--- config.mk ---
export PLATFORM = sky130hd
export DESIGN_NAME = parking_gate_ctrl
export DESIGN_NICKNAME = d
export VERILOG_FILES = /design/src/rtl/parking_gate_ctrl.sv
export SDC_FILE = /design/constraint.sdc
export NUM_CORES = 1
export LEC_CHECK = 0
export BUFFER_PORTS_ARGS = -buffer_cell sky130_fd_sc_hd__buf_2
export CAP_MARGIN = 20
export CORE_MARGIN = 8
export CORE_UTILIZATION = 30
export CTS_CLUSTER_DIAMETER = 200
export DETAILED_ROUTE_END_ITERATION = 6
export PLACE_DENSITY = 0.54
export SETUP_SLACK_MARGIN = 0.02
export SYNTH_ARGS = -nofsm -noshare
export SYNTH_HDL_FRONTEND = slang
export SYNTH_SLANG_ARGS = --single-unit
--- constraint.sdc ---
create_clock -name clk -period 5.62 [get_ports clk]
set_input_delay 0.281 -clock clk [delete_from_list [all_inputs] [get_ports clk]]
set_output_delay 0.281 -clock clk [all_outputs]
set_load 0.005 [all_outputs]
--- src/rtl/parking_gate_ctrl.sv ---
// Parking entry lane controller: PIN check with a limited number of tries,
// tailgate detection, grant timeout and a saturating lot occupancy counter.
module parking_gate_ctrl #(
  parameter int               PSW_W     = 8,
  parameter logic [PSW_W-1:0] PSWRD     = 8'h57,
  parameter int               MAX_TRIES = 3,
  parameter int               CAPACITY  = 16,
  parameter int               CNT_W     = 5,
  parameter int               GRANT_TO  = 32,
  parameter int               ATT_W     = ($clog2(MAX_TRIES+1) < 2) ? 2 : $clog2(MAX_TRIES+1)
) (
  input  logic             clk,
  input  logic             rst,
  input  logic             sensor_1,
  input  logic             sensor_2,
  input  logic             sensor_exit,
  input  logic [PSW_W-1:0] psswrd_atmpt,
  input  logic             try_psswrd,
  output logic             alarm_1,
  output logic             alarm_2,
  output logic             open_gate,
  output logic             close_gate,
  output logic             parking_full,
  output logic [CNT_W-1:0] occupancy,
  output logic [ATT_W-1:0] attempts
);

  localparam int TMR_W = (GRANT_TO > 2) ? $clog2(GRANT_TO) : 1;
  localparam logic [TMR_W-1:0] TMR_LAST  = TMR_W'(GRANT_TO - 1);
  localparam logic [CNT_W-1:0] CAP       = CNT_W'(CAPACITY);
  localparam logic [ATT_W-1:0] ATT_LIMIT = ATT_W'(MAX_TRIES);

  typedef enum logic [2:0] {IDLE, PIN, GRANT, BLOCK, PIN_ALARM} state_t;

  typedef struct packed {
    logic attempt;
    logic correct;
    logic exit_ev;
  } evt_t;

  state_t           state, state_nxt;
  logic             try_q, exit_q;
  logic [TMR_W-1:0] timer;
  logic             att_inc, att_clr, passage;
  logic [ATT_W-1:0] att_plus;
  evt_t             ev;

  assign ev.attempt = try_psswrd & ~try_q;
  assign ev.correct = ev.attempt & (psswrd_atmpt == PSWRD);
  assign ev.exit_ev = sensor_exit & ~exit_q;
  assign att_plus   = attempts + ATT_W'(1);

  assign parking_full = (occupancy == CAP);

  always_comb begin
    state_nxt = state;
    att_inc   = 1'b0;
    att_clr   = 1'b0;
    passage   = 1'b0;
    case (state)
      IDLE: begin
        if (sensor_1 && sensor_2)           state_nxt = BLOCK;
        else if (sensor_1 && !parking_full) state_nxt = PIN;
      end
      PIN: begin
        if (sensor_2) state_nxt = BLOCK;
        else if (ev.attempt) begin
          if (ev.correct) begin
            state_nxt = GRANT;
            att_clr   = 1'b1;
          end else begin
            att_inc = 1'b1;
            if (att_plus == ATT_LIMIT) state_nxt = PIN_ALARM;
          end
        end else if (!sensor_1) state_nxt = IDLE;
      end
      GRANT: begin
        if (sensor_1 && sensor_2) state_nxt = BLOCK;
        else if (sensor_2) begin
          state_nxt = IDLE;
          passage   = 1'b1;
        end else if (timer == TMR_LAST) state_nxt = IDLE;
      end
      BLOCK: begin
        if (ev.correct) state_nxt = IDLE;
      end
      PIN_ALARM: begin
        // Keypad stays live while latched; counter saturates rather than wrapping.
        if (ev.attempt && !ev.correct && attempts != '1) att_inc = 1'b1;
      end
      default: state_nxt = IDLE;
    endcase
  end

  always_ff @(posedge clk) begin
    if (rst) begin
      state      <= IDLE;
      try_q      <= 1'b0;
      exit_q     <= 1'b0;
      timer      <= '0;
      attempts   <= '0;
      occupancy  <= '0;
      open_gate  <= 1'b0;
      close_gate <= 1'b1;
      alarm_1    <= 1'b0;
      alarm_2    <= 1'b0;
    end else begin
      state      <= state_nxt;
      try_q      <= try_psswrd;
      exit_q     <= sensor_exit;
      open_gate  <= (state_nxt == GRANT);
      close_gate <= (state_nxt != GRANT);
      alarm_1    <= (state_nxt == PIN_ALARM);
      alarm_2    <= (state_nxt == BLOCK);
      // Timer restarts from 0 on every fresh entry into GRANT.
      timer      <= (state == GRANT && state_nxt == GRANT) ? timer + TMR_W'(1) : '0;
      if (att_clr)      attempts <= '0;
      else if (att_inc) attempts <= att_plus;
      case ({passage, ev.exit_ev})
        2'b10:   if (occupancy < CAP)  occupancy <= occupancy + CNT_W'(1);
        2'b01:   if (occupancy != '0)  occupancy <= occupancy - CNT_W'(1);
        default: ;
      endcase
    end
  end

endmodule

# [Yosys cells after proc, flatten, opt, wreduce, memory -nomap -nowiden]
# Index checks and enable logic that the tools add are counted.
[word_totals] regBits=21 output_inout_bits=12 word_cells=78 in_bits=14
[op_classes] reduce_logical=13 addsub=4 n_eq_ne=17 muxes=27 order_cmp=1 n_bitwise=6
[ops] cell="2-to-1 mux 3 bit" count=11
[ops] cell="one-hot mux 3 bit (5 select lines)" count=1
[ops] cell="== test 3 x 2 -> 1 bit, second input constant" count=4
[ops] cell="2-to-1 mux 1 bit" count=11
[ops] cell="adder 5 x 1 -> 5 bit, second input constant" count=2
[ops] cell="== test 5 bit, second input constant" count=2
[ops] cell="2-to-1 mux 5 bit" count=2
[ops] cell="one-hot mux 5 bit (2 select lines)" count=1
[ops] cell="== test 8 x 7 -> 1 bit, second input constant" count=1
[ops] cell="== test 3 bit, second input constant" count=2
[ops] cell="!= test 2 bit, second input constant" count=3
[ops] cell="logical AND 1 bit" count=5
[ops] cell="less-than comparator 5 bit, second input constant" count=1
[ops] cell="nonzero test 5 bit" count=1
[ops] cell="subtractor 5 x 1 -> 5 bit, second input constant" count=1
[ops] cell="== test 2 bit, second input constant" count=2
[ops] cell="OR reduction 2 bit" count=2
[ops] cell="bitwise AND 1 bit" count=3
[ops] cell="== test 3 x 1 -> 1 bit, second input constant" count=1
[ops] cell="logical NOT 3 bit" count=1
[ops] cell="!= test 3 x 2 -> 1 bit, second input constant" count=1
[ops] cell="NOT 1 bit" count=3
[ops] cell="AND reduction 3 bit" count=1
[ops] cell="adder 2 x 1 -> 2 bit, second input constant" count=1
[ops] cell="4 further kinds" count=5

# [Longest topological paths before layout]
[logic_depth] ltp_word=11 ltp_mapped=9 depth_no_buf=9

# [Worst setup path before layout]
# OpenSTA, ideal clock, no wires.
[synth_timing] kind="register to register" start="reg state[0]" end="reg occupancy[4]" t_arrival_ps=2006 period_less_slack_ps=2080 stages_incl_launch_ff=10 setup_time_ps=75 path_buffers=0 required_ps=5545 slack_ps=3540 path_cell_list="dfxtp_1 -> nor3b_2 -> a31o_4 -> inv_1 -> ha_1 -> nor2b_1 -> o21ai_0 -> nand2b_1 -> or4_1 -> a31oi_1"
[synth_via] elab_chain_len=5 word_cells_on_any_way=9 cone_classes="5 x eq/ne; 2 x mux; 2 x reduce/logical"
[synth_rtl] element="start: declaration" line="41" source="state_t state, state_nxt;"
[synth_rtl] element="start signal: assignment" line="108" source="state <= state_nxt;"
[synth_rtl] element="== test 3 x 2 -> 1 bit *" line="60" source="case (state)"
[synth_rtl] element="2-to-1 mux 1 bit *" line="60"
[synth_rtl] element="== test 2 x 1 -> 1 bit or == test 2 bit (tied branches)" line="119" source="case ({passage, ev.exit_ev})"
[synth_rtl] element="!= test 2 bit (no source line) or nonzero test 2 bit (tied branches)"
[synth_rtl] element="AND reduction 3 bit (no source line)"
[synth_rtl] element="end signal: assignment" line="120" source="2'b10: if (occupancy < CAP) occupancy <= occupancy + CNT_W'(1);"
[synth_rtl] element="end signal: assignment" line="121" source="2'b01: if (occupancy != '0) occupancy <= occupancy - CNT_W'(1);"
[synth_rtl] element="end: declaration" line="24" source="output logic [CNT_W-1:0] occupancy,"
# Mark *: on every way between the ends. The rest lies on a longest branch, timed or not.
# A chain may end at the register's enable or synchronous reset.

# [Worst setup path after layout]
[layout_timing] start="reg state[1]" end="reg occupancy[4]"
# Same word-level chain as after synthesis.

==> summary.md <==
| Metric | Value |
|---|---|
| Outcome | finished, final reports clean |
| Reg clk slew, reported paths | 0.08 ns |
| Util after Layout | between 30% and 40% |
| Pre-CTS setup slack | around 3.2 ns |
| Half-perimeter wire length after placement | between 1500 and 2000 µm |
| Mapped Area | roughly 0.0011 mm² |
| Initial DRC count | 19 |
| Post-synth top area share | 37.2% |
| Largest net degree at the start of global routing | 13 |
| First-pass GRT wire length | just over 4000 µm |
| Setup TNS Final | 0 ns |
| CP Data Arrival Time | around 2.6 ns |
| Die H | 77.4 µm |
| Hold_buf cts | 0 |
| Crit start category | flip-flop |
| Hold Vio Cnt, Final | 0 |
| PD cells | 325 mW/mm² |
| Overflow after GRT | 0 |
| Post-synth EDFFs | 0 |
| Clk sink count | 21 |
| RSZ-0062 raised after global routing | false |
| Net count, final | between 150 and 200 |
| Vias per inst | around 4.8 |
| Post-Synth Adder-Cell Area | 9.52% |
| CTS resizes | 0 |
| Drt drc | 0 |
| Mean post-synth cell area | between 9 and 10 µm² |
| Hold/Removal Path Class | input pin to flip-flop |
| Yosys warns | 0 |
| Ys flop type | dfxtp_1 |
| Design Power | approximately 440 µW |
| Total routed wirelength | approximately 2400 µm |
| WL/cell | between 10 and 15 µm |
| Number of H-tree levels | 1 |
| Synth area leader | dfxtp_1 |
| Maximum fanout along the worst path | 11 |
| Compound-Gate Fraction of Synth Area | between 10% and 20% |
| Row cnt | 22 |
| Clock Latency Late Sink | about 0.26 ns |
| Number of global-route vias before repair | 921 |
| Vias | about 950 |
| I/O Pins | 26 |
| Initial DRT Pass Iterations | 5 |
| Final GP Congestion | ~0.9 |
| Synth unique cells | between 40 and 50 |
| Synth area leaders | dfxtp_1, ha_1, nor2b_1 |
| Full die area | between 0.005 and 0.006 mm² |
| Post-synthesis mux area share | roughly 2.7% |
| Slew HR | around 72% |
| Placed instance area | approximately 0.0013 mm² |
| Overall Global Routing Usage | around 8.2% |
| Fill cells | 409 |
| Sequential-to-total area share from yosys stat | 37.2% |
| Share of layout cells above drive strength 1 | a little under a quarter |
| Synth Instances | around 120 |
| Antenna viol nets, final | 0 |
| Simple-gate share of the synthesized area | 27.1% |
| Final-report setup violation count | 0 |
| Worst VDD drop | roughly 0.000084 V |
| Largest family of logic cells by synthesized area | simple AND/OR/NAND/NOR gates |
| Root Driver | clkbuf_8 |
| Synth-to-Final Area Change | 19.3% |
| CTS buffer count | 3 |
| F_max | between 400 and 500 MHz |
| TritonCTS clock tree | yes |
| Die W | between 70 and 80 µm |
| Worst Tran Pin Value | 0.420 ns |
| Critical path capture point type | flip-flop |
| Ys async rst share | 0% |
| Period Utilization, post-route | a little over two fifths |
| Clk_skew | roughly 0.0054 ns |
| CP required | 5.82 ns |
| Net Count, Synth | around 140 |
| Initial antenna violation count | 0 |
| Ant diodes | 0 |
| Core area | roughly 0.0036 mm² |
| Max-Cap Viols | 0 |
| Starting Density | 31.1% |
| Post-route cell area | 0.00135 mm² |
| Post-CTS setup buffers | 0 |
| Leak | 0.644 nW |
| FF+latch count, synth | 21 |
| Setup ws final | approximately 3.2 ns |
| IO buf count | 25 |
| Critical path class | flip-flop to flip-flop |
| XOR/XNOR share of the synthesized area | between 4 and 5% |
| Pins Over Slew Limit | 0 |
| CTS max path bufs | 2 |
| Final Critical Period | about 2.4 ns |
[cells in the mapped netlist (2+ instances only)]
| cell type | number |
|---|---|
| a21o_1 | 2 |
| a21oi_1 | 3 |
| and2_1 | 3 |
| and3_1 | 6 |
| buf_2 | 2 |
| dfxtp_1 | 21 |
| ha_1 | 7 |
| inv_1 | 9 |
| mux2i_1 | 3 |
| nand2_1 | 4 |
| nand2b_1 | 4 |
| nand3_1 | 3 |
| nor2_1 | 11 |
| nor2b_1 | 7 |
| nor4_2 | 2 |
| o21ai_0 | 3 |
| xnor2_1 | 5 |
[sequential cells by signal, summed over array words and instances (netlist names)]
| name | flops |
|---|---|
| occupancy | 5 |
| timer | 5 |
| exit_q | 1 |
| open_gate | 1 |
| try_q | 1 |
| attempts | 2 |
| close_gate | 1 |
| alarm_1 | 1 |
| alarm_2 | 1 |
| state | 3 |
[through the flow]
step,hold WS [ns],std cells
2_1_floorplan,0.375,121
3_3_place_gp,0.511,191
3_5_place_dp,0.519,191
4_1_cts,0.253,195
5_1_grt,0.273,195
6_report,0.253,195
[path summary, 6_finish.rpt]
kind | endpoint | slack, ns | cells after the start | startpoint
setup / recovery | occupancy[4] | 3.19 | 9 | state[1]
hold / removal | try_q | 0.25 | 2 | try_psswrd
setup reg to reg | occupancy[4] | 3.19 | 9 | state[1]
hold reg to reg | timer[0] | 0.55 | 1 | timer[0]
[placed cells by master, fill, tap and decap left out, types with 2 or more instances in the layout]
master / n
clkbuf_8: 3
inv_1: 9
xnor2_1: 5
o21ai_0: 3
and3_1: 6
nand2b_1: 4
nor4_2: 2
a21oi_1: 3
nor2_1: 11
a21o_1: 2
ha_1: 7
dfxtp_1: 21
mux2i_1: 3
nand3_1: 3
nand2_1: 4
and2_1: 3
buf_2: 25
nor2b_1: 7
[layout make-up]
cell class | count | area [µm²] | area share [%]
flip-flops and latches | 21 | 420 | 31.2
clock buffers | 3 | 41.3 | 3.06
multi-input cells | 88 | 662 | 49.1
repair buffers | 25 | 125 | 9.29
well taps | 48 | 60.1 | 4.46
inverters | 9 | 33.8 | 2.51
clock inverters | 1 | 5.00 | 0.371
[where the power goes]
| part | total (mW) | switching [mW] | internal, mW |
|---|---|---|---|
| Sequential | 0.190 | 0.0222 | 0.168 |
| Clock | 0.0983 | 0.0489 | 0.0494 |
| Combinational | 0.150 | 0.0743 | 0.0754 |
[cell families after synthesis]
family	count (synthesis)
and+or+nand+nor	50
AOI/OAI and AO/OA	21
DFF	21
buffers and inverters	12
adders and majority gates	8
xor gates and xnor gates	6
muxes	3
[metal layers]
layer | wire length [µm] | GRT usage [%]
met5 | 0 | 0
met4 | 59 | 5.09
met3 | 133 | 2.07
met2 | 1000 | 12.4
met1 | 1210 | 10.3
[critical path, stage by stage (launching register included)]
cell      delay, ns
dfxtp_1        0.52
nor3b_2        0.32
a31o_4         0.22
inv_1          0.07
ha_1           0.32
nor2b_1        0.14
o21ai_0        0.14
nand2b_1       0.08
or4_1          0.39
a31oi_1        0.16
Note: power is estimated with default switching activity, not from simulation.
